**src/rtl/axil_simpleuart_bridge.sv**
```systemverilog
// axil_simpleuart_bridge
//   AXI4-Lite slave that turns single-beat reads/writes into the simpleuart
//   register strobe interface (DIV at offset 0x0, DAT at offset 0x4).
//   Reads and writes are serialized. A DAT write stalls while the UART reports
//   reg_dat_wait. Unmapped offsets return SLVERR and cause no side effect.
//
// Ports
//   clk, resetn              : clock, asynchronous active-low reset
//   s_axi_aw*/w*/b*          : AXI4-Lite write address/data/response channels
//   s_axi_ar*/r*             : AXI4-Lite read address/data channels
//   reg_div_we/di/do         : divider byte enables, write data, current value
//   reg_dat_we/re/di/do/wait : transmit request, receive consume, tx byte,
//                              rx byte (all ones when empty), tx busy
//
// Optional feature (macro AXIL_UART_COUNTERS_EN)
//   Offset 0x8 becomes CNT. A read returns {rx_count, tx_count}. Any write
//   clears both counters. Without the macro, offset 0x8 answers SLVERR.
module axil_simpleuart_bridge #(
  parameter int ADDR_WIDTH = 4,
  parameter int DATA_WIDTH = 32
) (
  input  logic                    clk,
  input  logic                    resetn,
  input  logic [ADDR_WIDTH-1:0]   s_axi_awaddr,
  input  logic                    s_axi_awvalid,
  output logic                    s_axi_awready,
  input  logic [DATA_WIDTH-1:0]   s_axi_wdata,
  input  logic [3:0]              s_axi_wstrb,
  input  logic                    s_axi_wvalid,
  output logic                    s_axi_wready,
  output logic [1:0]              s_axi_bresp,
  output logic                    s_axi_bvalid,
  input  logic                    s_axi_bready,
  input  logic [ADDR_WIDTH-1:0]   s_axi_araddr,
  input  logic                    s_axi_arvalid,
  output logic                    s_axi_arready,
  output logic [DATA_WIDTH-1:0]   s_axi_rdata,
  output logic [1:0]              s_axi_rresp,
  output logic                    s_axi_rvalid,
  input  logic                    s_axi_rready,
  output logic [3:0]              reg_div_we,
  output logic [31:0]             reg_div_di,
  input  logic [31:0]             reg_div_do,
  output logic                    reg_dat_we,
  output logic                    reg_dat_re,
  output logic [31:0]             reg_dat_di,
  input  logic [31:0]             reg_dat_do,
  input  logic                    reg_dat_wait
);

  typedef enum logic [2:0] {IDLE, WR_EXEC, WR_RESP, RD_EXEC, RD_RESP} state_t;

  localparam logic [1:0] SEL_DIV     = 2'd0;
  localparam logic [1:0] SEL_DAT     = 2'd1;
  localparam logic [1:0] RESP_OKAY   = 2'b00;
  localparam logic [1:0] RESP_SLVERR = 2'b10;
`ifdef AXIL_UART_COUNTERS_EN
  localparam logic [1:0] SEL_CNT     = 2'd2;
  logic [15:0] tx_count_reg, rx_count_reg;
`endif

  state_t state_reg, state_next;

  logic                  aw_latched_reg, w_latched_reg, ar_latched_reg;
  logic                  awready_reg, wready_reg, arready_reg;
  logic [1:0]            aw_sel_reg, ar_sel_reg;
  logic [DATA_WIDTH-1:0] wdata_reg;
  logic [3:0]            wstrb_reg;
  logic                  last_wr_reg;   // 1 when the last grant went to a write
  logic [1:0]            bresp_reg, bresp_next;
  logic [1:0]            rresp_reg, rresp_next;
  logic [DATA_WIDTH-1:0] rdata_reg, rdata_next;

  logic aw_hs, w_hs, ar_hs;
  logic wr_done, rd_done, grant_wr, grant_rd;

  // Decode looks only at address bits [3:2]; the rest are don't-care.
  logic unused_addr_bits;
  assign unused_addr_bits = ^{s_axi_awaddr, s_axi_araddr};

  assign aw_hs = s_axi_awvalid & awready_reg;
  assign w_hs  = s_axi_wvalid  & wready_reg;
  assign ar_hs = s_axi_arvalid & arready_reg;

  assign s_axi_awready = awready_reg;
  assign s_axi_wready  = wready_reg;
  assign s_axi_arready = arready_reg;
  assign s_axi_bvalid  = (state_reg == WR_RESP);
  assign s_axi_rvalid  = (state_reg == RD_RESP);
  assign s_axi_bresp   = bresp_reg;
  assign s_axi_rresp   = rresp_reg;
  assign s_axi_rdata   = rdata_reg;

  always_comb begin
    state_next = state_reg;
    grant_wr   = 1'b0;
    grant_rd   = 1'b0;
    wr_done    = 1'b0;
    rd_done    = 1'b0;
    bresp_next = bresp_reg;
    rresp_next = rresp_reg;
    rdata_next = rdata_reg;
    reg_div_we = 4'h0;
    reg_div_di = 32'h0;
    reg_dat_we = 1'b0;
    reg_dat_di = 32'h0;
    reg_dat_re = 1'b0;
    case (state_reg)
      IDLE: begin
        // On a tie, favour the direction that did not win last time.
        if (aw_latched_reg && w_latched_reg && (!ar_latched_reg || !last_wr_reg)) begin
          grant_wr   = 1'b1;
          state_next = WR_EXEC;
        end else if (ar_latched_reg) begin
          grant_rd   = 1'b1;
          state_next = RD_EXEC;
        end
      end
      WR_EXEC: begin
        state_next = WR_RESP;
        bresp_next = RESP_OKAY;
        case (aw_sel_reg)
          SEL_DIV: begin
            reg_div_we = wstrb_reg;
            reg_div_di = wdata_reg;
          end
          SEL_DAT: begin
            if (wstrb_reg[0]) begin
              reg_dat_we = 1'b1;
              reg_dat_di = {24'h0, wdata_reg[7:0]};
              // Stay here with the request held until the UART accepts it.
              if (reg_dat_wait) state_next = WR_EXEC;
            end
          end
`ifdef AXIL_UART_COUNTERS_EN
          SEL_CNT: ;
`endif
          default: bresp_next = RESP_SLVERR;
        endcase
      end
      WR_RESP: begin
        if (s_axi_bready) begin
          wr_done    = 1'b1;
          state_next = IDLE;
        end
      end
      RD_EXEC: begin
        state_next = RD_RESP;
        rresp_next = RESP_OKAY;
        case (ar_sel_reg)
          SEL_DIV: rdata_next = reg_div_do;
          SEL_DAT: begin
            rdata_next = reg_dat_do;
            reg_dat_re = 1'b1;
          end
`ifdef AXIL_UART_COUNTERS_EN
          SEL_CNT: rdata_next = {rx_count_reg, tx_count_reg};
`endif
          default: begin
            rdata_next = '0;
            rresp_next = RESP_SLVERR;
          end
        endcase
      end
      RD_RESP: begin
        if (s_axi_rready) begin
          rd_done    = 1'b1;
          state_next = IDLE;
        end
      end
      default: state_next = IDLE;
    endcase
  end

  always_ff @(posedge clk or negedge resetn) begin
    if (!resetn) begin
      state_reg      <= IDLE;
      aw_latched_reg <= 1'b0;
      w_latched_reg  <= 1'b0;
      ar_latched_reg <= 1'b0;
      awready_reg    <= 1'b0;
      wready_reg     <= 1'b0;
      arready_reg    <= 1'b0;
      aw_sel_reg     <= 2'd0;
      ar_sel_reg     <= 2'd0;
      wdata_reg      <= '0;
      wstrb_reg      <= 4'h0;
      last_wr_reg    <= 1'b0;
      bresp_reg      <= RESP_OKAY;
      rresp_reg      <= RESP_OKAY;
      rdata_reg      <= '0;
    end else begin
      state_reg <= state_next;
      bresp_reg <= bresp_next;
      rresp_reg <= rresp_next;
      rdata_reg <= rdata_next;

      if (aw_hs) begin
        aw_latched_reg <= 1'b1;
        aw_sel_reg     <= s_axi_awaddr[3:2];
      end else if (wr_done) begin
        aw_latched_reg <= 1'b0;
      end
      if (w_hs) begin
        w_latched_reg <= 1'b1;
        wdata_reg     <= s_axi_wdata;
        wstrb_reg     <= s_axi_wstrb;
      end else if (wr_done) begin
        w_latched_reg <= 1'b0;
      end
      if (ar_hs) begin
        ar_latched_reg <= 1'b1;
        ar_sel_reg     <= s_axi_araddr[3:2];
      end else if (rd_done) begin
        ar_latched_reg <= 1'b0;
      end

      // Ready drops on the accepting edge and returns when the slot frees.
      awready_reg <= wr_done | (~aw_latched_reg & ~aw_hs);
      wready_reg  <= wr_done | (~w_latched_reg & ~w_hs);
      arready_reg <= rd_done | (~ar_latched_reg & ~ar_hs);

      if (grant_wr)      last_wr_reg <= 1'b1;
      else if (grant_rd) last_wr_reg <= 1'b0;
    end
  end

`ifdef AXIL_UART_COUNTERS_EN
  logic tx_inc, rx_inc, cnt_clr;
  assign tx_inc  = (state_reg == WR_EXEC) && (aw_sel_reg == SEL_DAT) && wstrb_reg[0] && !reg_dat_wait;
  assign rx_inc  = (state_reg == RD_EXEC) && (ar_sel_reg == SEL_DAT) && (reg_dat_do != 32'hFFFF_FFFF);
  assign cnt_clr = (state_reg == WR_EXEC) && (aw_sel_reg == SEL_CNT);

  always_ff @(posedge clk or negedge resetn) begin
    if (!resetn) begin
      tx_count_reg <= 16'h0;
      rx_count_reg <= 16'h0;
    end else if (cnt_clr) begin
      tx_count_reg <= 16'h0;
      rx_count_reg <= 16'h0;
    end else begin
      if (tx_inc) tx_count_reg <= tx_count_reg + 16'h1;
      if (rx_inc) rx_count_reg <= rx_count_reg + 16'h1;
    end
  end
`endif

endmodule

```
**config.mk**
```make
export PLATFORM = sky130hd
export DESIGN_NAME = axil_simpleuart_bridge
export DESIGN_NICKNAME = d
export VERILOG_FILES = /design/src/rtl/axil_simpleuart_bridge.sv
export SDC_FILE = /design/constraint.sdc
export NUM_CORES = 1
export LEC_CHECK = 0
export BUFFER_PORTS_ARGS = -buffer_cell sky130_fd_sc_hd__buf_2
export CORE_MARGIN = 3
export CORE_UTILIZATION = 40
export CTS_CLUSTER_DIAMETER = 120
export CTS_CLUSTER_SIZE = 30
export DETAILED_ROUTE_END_ITERATION = 8
export PLACE_DENSITY = 0.73
export SYNTH_ARGS = -nofsm -noshare
export SYNTH_HDL_FRONTEND = slang
export SYNTH_SLANG_ARGS = --single-unit
```
**constraint.sdc**
```tcl
create_clock -name clk -period 2.85 [get_ports clk]
set_input_delay 0.57 -clock clk [delete_from_list [all_inputs] [get_ports clk]]
set_output_delay 0.57 -clock clk [all_outputs]
set_load 0.05 [all_outputs]
```
## After elaboration in Yosys (flattened, before gate mapping)

Cells that the tools add are included.

- Bits in registers: 86
- Output and inout bits: 111

- Equal/unequal tests: 9
- Mux-type cells: 39
- Bitwise operators: 15
- Reduce and logical (&&, ||, !) cells: 15

Operator list:

| cell | number |
|---|---|
| $mux 32 | 2 |
| $pmux 32 s2 | 1 |
| $mux 8 | 3 |
| $mux 1 | 21 |
| $pmux 3 s5 | 1 |
| $mux 3 | 4 |
| $mux 2 | 5 |
| $mux 4 | 2 |
| $reduce_bool 2->1 | 4 |
| $and 1x1->1 | 6 |
| $eq 3x2->1 const B | 2 |
| $not 1->1 | 6 |
| $eq 2x1->1 const B | 2 |
| $logic_not 2->1 | 2 |
| $ne 2x1->1 const B | 2 |
| $reduce_or 2->1 | 2 |
| $eq 3x1->1 const B | 1 |
| $eq 3x3->1 const B | 1 |
| $logic_not 3->1 | 1 |
| $ne 3x3->1 const B | 1 |
| $or 1x1->1 | 3 |
| $reduce_and 3->1 | 1 |
| $logic_and 1x1->1 | 2 |
| $logic_not 1->1 | 2 |
| $logic_or 1x1->1 | 1 |

## Logic depth before layout (Yosys ltp)

Gate-level depths: netlist (run 1).

- Word-level depth: 7
- Mapped depth: 6
- Gate-level depth less buffers: 5

## Worst setup path before layout (run 1)

No wires, ideal clock.

- Path type: reg-to-output
- From: reg state_reg[2]
- To: out reg_dat_re
- Data arrival time: 2.067 ns
- Setup slack: 0.213 ns
- Cell stages (with the launch flop): 5
- Buffers on the path: 2
- Cell sequence: dfrtp_1 -> buf_6 -> nand3b_1 -> clkbuf_1 -> nor3b_1

- Word-level cells in the longest chain between the ends: 2

Ends and longest elaborated chain:

| element | RTL line | source |
|---|---|---|
| start, declared | 62 | `state_t state_reg, state_next;` |
| start signal, assigned | 193 | `state_reg <= state_next;` |
| $eq 3x2->1 | 108 | `case (state_reg)` |
| $mux 1 | 108 |  |
| end, declared | 45 | `output logic reg_dat_re,` |

No other way between the ends.

## Final worst setup path (run 1)

- From: reg state_reg[0]
- To: out reg_dat_di[0]

- Word-level cells in the longest chain between the ends: 2

Ends and longest elaborated chain:

| element | RTL line | source |
|---|---|---|
| $eq 3x1->1 | 108 |  |
| $mux 8 | 108 |  |
| end, declared | 46 | `output logic [31:0] reg_dat_di,` |

No other way between the ends.

==> impl_metrics.ini, run 1 <==
[setup_path]
endpoint_kind = output port
crit_required_ns = 2.28
arrival_ns = 1.99
path_max_fanout = 9
startpoint_type = flop
path_class = reg2out

[layout]
final_cells = 681
nFillCells = 897
n_antenna_cell = 0
final_area_mm2 = 0.005296
area_delta_synth_final_pct = 29.21
final_nets = 659
final_core_util = 0.5369
drive_gt1_frac = 0.4799

[die]
ioPinCount = 227
core_mm2 = 0.009864
chipWidth_um = 107.2
die_y_um = 107.2
initial_core_util = 0.4155
die-area_mm2 = 0.01150
fp-row-count = 36

[synth]
yosysMostFrequentCell = dfrtp_1
synth_ff_type = dfrtp_1
yosys.area.top_type = dfrtp_1
synth-seq-cells = 84
syn_inst = 356
synth_edf_count = 0
syn_area_mm2 = 0.004099
netlist.area_leader.share = 0.5128
synth_area_leaders = dfrtp_1, mux2_2, mux2i_1
avgSynthCellArea_um2 = 11.51
yosysSeqAreaShare = 0.5128
async_reset_ff_frac = 1.000
synthTopCellsByCount = dfrtp_1, and2_1, mux2_2
ys_warn_count = 0
synth.distinct_cells = 27

[timing]
hold_viol_final = 0
final_max_slew_viol_count = 0
finClkSkew_ns = 0.006090
rsz0062_at_grt = no
fmax_mhz = 391.4
fin_crit_ns = 2.555
period_share = 0.8966
finalSetupViolCount = 0
tightestPinTransition_ns = 0.6170
holdWs_ns = 0.1849
setup_tns_ns = 0
slew_headroom = 0.5887

[routing]
vias_per_cell = 4.642
wl_met2_um = 4286
drt_iter0_drc = 161
route.detailed.drc = 0
top_layer = met4
routed_wirelength_um = 9249
route.met3.wl_um = 891
post_drt_wl_per_cell_um = 13.58
antenna_left = 0
met1_length_um = 3949
via_count = 3161
drt_first_pass_iters = 4

[clock_tree]
clk_pin_slew_ns = 0.08
cts_root_buffer = clkbuf_8
cts_made_buffers = 9
cts_hold_buf = 0
post_cts_buffers = 0
cts_tree = built
cts-htree-levels = 3
cts_buffer_depth = 2
clock_sinks = 84
post_cts_resized = 0
clkLatencyLatePin_ns = 0.34

[global_route]
grt_max_degree = 67
antenna_found_initial = 0
grt_util_all_layers = 0.1592
grt_overflow_total = 0
grt_pass1_wl_um = 14550
grt_pass1_vias = 3032

[outcome]
status = complete, no violations

[hold_path]
hold_path_class = in2async

[place]
dp_hpwl_um = 7146
gp_congestion = 0.7538
placed_cells = 665
placed_area_mm2 = 0.005079
io_buffer_count = 196

[job]
cap_violations = 0

[power]
power.leakage_nw = 2.813
ir_drop_uv = 582.4
power.density_mw_per_mm2 = 1107
## worst paths after layout
path	cells after the start	to	slack (ns)	start
worst min register to register	1	last_wr_reg	0.48	last_wr_reg
max in group asynchronous	2	wdata_reg[24]	2.03	resetn
min in group clk	2	state_reg[2]	0.43	s_axi_rready
worst max register to register	3	s_axi_rresp[1]	1.04	state_reg[2]
worst max-delay path	4	reg_dat_di[0]	0.29	state_reg[0]
worst min-delay path	1	wdata_reg[29]	0.18	resetn
## cell type report
class	count	area (um2)	share of cell area
Tap cell	133	166.4	0.03142
Sequential cell	84	2103	0.3971
Clock buffer	12	145.1	0.02740
Clock inverter	4	72.57	0.01370
Multi-Input combinational cell	243	1757	0.3317
Inverter	3	11.26	0.002126
Timing Repair Buffer	202	1041	0.1966
## layout by cell type (no fill, tap or decap), types with 6 or more instances in the layout
| master | netlist | layout |
|---|---|---|
| buf_4 | 28 | 6 |
| and2_1 | 45 | 45 |
| dfrtp_1 | 84 | 83 |
| mux2_2 | 42 | 42 |
| nand2_1 | 39 | 39 |
| mux2i_1 | 32 | 32 |
| conb_1 | 1 | 26 |
| clkbuf_8 | 0 | 10 |
| buf_2 | 12 | 195 |
| o31ai_1 | 32 | 32 |
## power by group
group	switching, W	leakage (nW)	total (W)	internal, W
Combinational	0.00193	1.68	0.00286	0.000934
Clock	0.000401	0.107	0.000918	0.000517
Sequential	0.000340	1.03	0.00208	0.00174
## cells by family (layout without fill, tap and decap cells)
logic type,Yosys count,count (layout),synth area share
mux,74,74,0.1935
buf+inv,54,221,0.08150
flops,84,84,0.5128
other cells,1,26,0.0009149
simple gates,98,98,0.1328
compound gates,45,45,0.07845
## worst max-delay path, stage by stage, from the launching register on
cell and delay (ns):
dfrtp_1 0.50, nand2b_2 0.16, nor4_4 0.48, and2_1 0.23, buf_2 0.27
## stage by stage
stage / power (W) / worst slack [ns]
2_1_floorplan: 0.004395 / 0.2132
3_3_place_gp: 0.004914 / 0.7111
3_5_place_dp: 0.005011 / 0.6592
4_1_cts: 0.005950 / 0.2594
5_1_grt: 0.006244 / 0.1819
6_report: 0.005861 / 0.2948
## routing by layer
| metal | vias to the layer above | GRT usage |
|---|---|---|
| li1 | 1545 | - |
| met1 | 1447 | 0.2016 |
| met2 | 159 | 0.2605 |
| met3 | 10 | 0.04214 |
| met4 | 0 | 0.06027 |
| met5 | - | 0 |
Note: power is estimated with default switching activity, not from simulation.
==> run 2, diff against run 1 <==
--- a/config.mk
+++ b/config.mk
@@ -8,6 +8,7 @@
 export BUFFER_PORTS_ARGS = -buffer_cell sky130_fd_sc_hd__buf_2
 export CORE_MARGIN = 3
 export CORE_UTILIZATION = 40
+export CTS_BUF_LIST = sky130_fd_sc_hd__clkbuf_8
 export CTS_CLUSTER_DIAMETER = 120
 export CTS_CLUSTER_SIZE = 30
 export DETAILED_ROUTE_END_ITERATION = 8
==> run 2 against run 1 <==
Critical path depth did not move. Design area unchanged. Clock skew about the same. Sequential power barely moved. Clock power down 0.7%. Via count is the same. Routed wire length about the same.
==> impl_metrics.ini, run 2 (synthesis gave the netlist of run 1 again) <==
[die]
die_y_um = 107.2
chipWidth_um = 107.2
ioPinCount = 227
core_mm2 = 0.009864
fp-row-count = 36
initial_core_util = 0.4155
die-area_mm2 = 0.01150

[job]
cap_violations = 0

[timing]
slew_headroom = 0.5887
holdWs_ns = 0.1849
rsz0062_at_grt = no
finalSetupViolCount = 0
fin_crit_ns = 2.555
setup_tns_ns = 0
final_max_slew_viol_count = 0
finClkSkew_ns = 0.006341
period_share = 0.8966
fmax_mhz = 391.4
tightestPinTransition_ns = 0.6170
hold_viol_final = 0

[layout]
nFillCells = 897
layout_common_cells = buf_2, dfrtp_1, and2_1
final_common_cell = buf_2
drive_gt1_frac = 0.4799
final_area_mm2 = 0.005296
final_nets = 659
final_core_util = 0.5369
area_delta_synth_final_pct = 29.21
n_antenna_cell = 0

[power]
power.density_mw_per_mm2 = 1105
seq_power_share = 0.355
p_sw_frac = 0.4561
ir_drop_uv = 582.4
comb_power_share = 0.489
pwr-share-clk = 0.156
p_total_w = 0.005854
power.leakage_nw = 2.822
intPower_w = 0.003184
switching_power_w = 0.002670

[place]
gp_congestion = 0.7538
placed_area_mm2 = 0.005079
dp_hpwl_um = 7146
io_buffer_count = 196

[setup_path]
crit_required_ns = 2.28
path_class = reg2out
cp_cell_sequence = nand2b_2 > nor4_4 > and2_1 > buf_2
endpoint_kind = output port
max_stage_delay_ns = 0.50
startpoint_type = flop
path_max_fanout = 9
arrival_ns = 1.99
slowest_stage = dfrtp_1

[routing]
routed_wirelength_um = 9250
antenna_left = 0
drt_first_pass_iters = 4
vias_per_cell = 4.642
via_count = 3161
route.detailed.drc = 0
drt_iter0_drc = 161
post_drt_wl_per_cell_um = 13.58

[clock_tree]
cts_made_buffers = 9
cts_root_buffer = clkbuf_8
cts_tree = built
clk_pin_slew_ns = 0.08
clkLatencyLatePin_ns = 0.34
cts_hold_buf = 0
post_cts_buffers = 0
cts_buffer_depth = 2
cts-htree-levels = 3
clock_sinks = 84
post_cts_resized = 0

[global_route]
grt_max_degree = 67
grt_pass1_wl_um = 14550
antenna_found_initial = 0
grt_pass1_vias = 3032
grt_util_all_layers = 0.1592
grt_overflow_total = 0

[outcome]
status = complete, no violations

[hold_path]
hold_path_class = in2async
run 2: cell count changes in the layout (fill, tap and decap cells not counted), sizes merged:
cell    previous run  this run
clkbuf            12        10
inv                3         5
run 2: cell type report:
class | count | area [um2] | area share
inverters | 3 | 11.26 | 0.002126
multi-input cells | 243 | 1757 | 0.3317
flip-flops and latches | 84 | 2103 | 0.3971
clock inverters | 6 | 80.08 | 0.01512
well taps | 133 | 166.4 | 0.03142
clock buffers | 10 | 137.6 | 0.02599
repair buffers | 202 | 1041 | 0.1966
run 2: per-stage QoR:
stage | std cells | worst slack, ns
after global placement | 665 | 0.7111
after floorplan | 381 | 0.2132
after CTS | 681 | 0.2594
after global routing | 681 | 0.1819
final | 681 | 0.2948
after detailed placement | 665 | 0.6592
run 2: worst paths after layout:
| kind | startpoint | slack (ns) | cells after the start | end |
|---|---|---|---|---|
| min in group clk | s_axi_rready | 0.43 | 2 | state_reg[2] |
| worst min-delay path | resetn | 0.18 | 1 | wdata_reg[29] |
| worst max-delay path | state_reg[0] | 0.29 | 4 | reg_dat_di[0] |
| max in group asynchronous | resetn | 2.03 | 2 | wdata_reg[24] |
| worst max register to register | state_reg[2] | 1.04 | 3 | s_axi_rresp[1] |
| worst min register to register | last_wr_reg | 0.48 | 1 | last_wr_reg |
run 2: layer usage:
metal  vias to the layer above  GRT usage  part of all wire
met3                        10    0.04214             0.096
met2                       159     0.2605              0.46
met5                         -          0                 0
met1                      1447     0.2016              0.43
li1                       1545          -                 -
met4                         0    0.06027             0.013
run 2: worst max-delay path: cells and delay by family, from the launching register on:
family / cells / cell delay (ns)
simple gates: 3 / 0.87
flops: 1 / 0.50
buf+inv: 1 / 0.27
run 2: power groups by stage:
stage	registers [W]	logic, W	clock network [W]
after floorplan	0.00270	0.00170	0
after global placement	0.00208	0.00284	0
after detailed placement	0.00210	0.00291	0
after CTS	0.00209	0.00290	0.000959
after global routing	0.00216	0.00307	0.00100
final	0.00208	0.00286	0.000912
==> run 3, diff against run 2 <==
--- a/config.mk
+++ b/config.mk
@@ -7,12 +7,12 @@
 export LEC_CHECK = 0
 export BUFFER_PORTS_ARGS = -buffer_cell sky130_fd_sc_hd__buf_2
 export CORE_MARGIN = 3
-export CORE_UTILIZATION = 40
+export CORE_UTILIZATION = 46
 export CTS_BUF_LIST = sky130_fd_sc_hd__clkbuf_8
 export CTS_CLUSTER_DIAMETER = 120
 export CTS_CLUSTER_SIZE = 30
 export DETAILED_ROUTE_END_ITERATION = 8
-export PLACE_DENSITY = 0.73
+export PLACE_DENSITY_LB_ADDON = 0.08
 export SYNTH_ARGS = -nofsm -noshare
 export SYNTH_HDL_FRONTEND = slang
 export SYNTH_SLANG_ARGS = --single-unit
==> run 3 against run 2 <==
Flip-flop and latch count did not move. Global-route usage up 1.5 points. Routed wire length down 1.7%. Sequential share of layout area grew 0.38 points. Utilization grew 8.6 points. Maximum frequency rose by 1.8%. Final cell count is 4.1% lower. Sequential power about the same. Via count shrank 0.66%. Critical path type unchanged.
==> impl_metrics.ini, run 3 (synthesis gave the netlist of run 1 again) <==
[layout]
n_antenna_cell = 0
final_nets = 659
final_area_mm2 = 0.005246
drive_gt1_frac = 0.4818
final_common_cell = buf_2
final_core_util = 0.6228
layout_common_cells = buf_2, dfrtp_1, and2_1
final_cells = 653
area_delta_synth_final_pct = 27.99

[routing]
route.detailed.drc = 0
drt_first_pass_iters = 4
post_drt_wl_per_cell_um = 13.93
vias_per_cell = 4.809
drt_iter0_drc = 70
via_count = 3140
antenna_left = 0
routed_wirelength_um = 9096

[place]
io_buffer_count = 196
gp_congestion = 0.7306
placed_area_mm2 = 0.005044
dp_hpwl_um = 7046
placed_cells = 637

[timing]
setup_tns_ns = 0
rsz0062_at_grt = no
finalSetupViolCount = 0
fmax_mhz = 398.5
fin_crit_ns = 2.509
period_share = 0.8805
tightestPinTransition_ns = 0.6302
final_max_slew_viol_count = 0
hold_viol_final = 0
slew_headroom = 0.5799
finClkSkew_ns = 0.009251

[die]
core_mm2 = 0.008423
ioPinCount = 227
fp-row-count = 33
chipWidth_um = 100.4
die_y_um = 100.4
initial_core_util = 0.4866
die-area_mm2 = 0.01008

[clock_tree]
cts-htree-levels = 3
clk_pin_slew_ns = 0.08
clock_sinks = 84
cts_root_buffer = clkbuf_8
cts_hold_buf = 0
post_cts_resized = 0
post_cts_buffers = 0
clkLatencyLatePin_ns = 0.33
cts_buffer_depth = 2
cts_tree = built
cts_made_buffers = 9

[setup_path]
path_max_fanout = 36
crit_path_start = state_reg[2]
startpoint_type = flop
rrSetupSlack_ns = 1.04
endpoint_kind = output port
path_class = reg2out
cp_cell_sequence = nor4_4 > buf_4 > and2_1 > buf_2
max_stage_delay_ns = 0.51
worst-path-buf-inv = 2
timing.rr.start = state_reg[2]
crit_family = buffers and inverters
arrival_ns = 1.94
slowest_stage = dfrtp_1
crit_required_ns = 2.28

[job]
cap_violations = 0

[global_route]
grt_max_degree = 67
grt_util_all_layers = 0.1740
grt_pass1_wl_um = 13920
antenna_found_initial = 0
grt_pass1_vias = 2961
grt_overflow_total = 0

[power]
ir_drop_uv = 508.9
power.leakage_nw = 2.803
p_total_w = 0.005776
power.density_mw_per_mm2 = 1101

[hold_path]
hold_path_class = in2async

[outcome]
status = complete, no violations
## run 3: cell types whose count changed in the layout (fill, tap and decap cells not counted)
cell,change
clkinvlp_4,+2
bufinv_16,-1
clkinv_2,-1
clkinv_4,+1
inv_1,-1
## run 3: final cells by class
class | instances | area (um2)
timing repair buffer | 202 | 1041
tap | 105 | 131.4
clock buffer | 10 | 137.6
sequential | 84 | 2103
fill | 731 | 3177
multi-input combinational | 243 | 1757
inverter | 3 | 11.26
clock inverter | 6 | 65.06
## run 3: stage by stage
step	worst slack [ns]	hold slack, ns
2_1_floorplan	0.2132	0.2744
3_3_place_gp	0.7133	0.4551
3_5_place_dp	0.6995	0.4603
4_1_cts	0.3041	0.1963
5_1_grt	0.1723	0.2238
6_report	0.3406	0.1932
## run 3: layer usage
metal,wire (um),share of wire,GRT usage,up-vias
li1,-,-,-,1547
met1,3707,0.41,0.2171,1446
met2,4441,0.49,0.2870,137
met3,809,0.089,0.04795,10
met4,138,0.015,0.06839,0
met5,0,0,0,-
## run 3: report_power, final
group | total (W) | internal, W | leakage (nW) | switching [W]
Sequential | 0.00207 | 0.00174 | 1.03 | 0.000327
Combinational | 0.00288 | 0.000935 | 1.68 | 0.00194
Clock | 0.000831 | 0.000427 | 0.0959 | 0.000404
## run 3: worst paths after layout
path                                   end  cells past startpoint
max                          reg_div_we[1]                      4
min                          wdata_reg[10]                      1
max reg2reg                 s_axi_rresp[1]                      3
min reg2reg                s_axi_rdata[22]                      2
max in group asynchronous     state_reg[1]                      2
min in group clk              state_reg[2]                      2
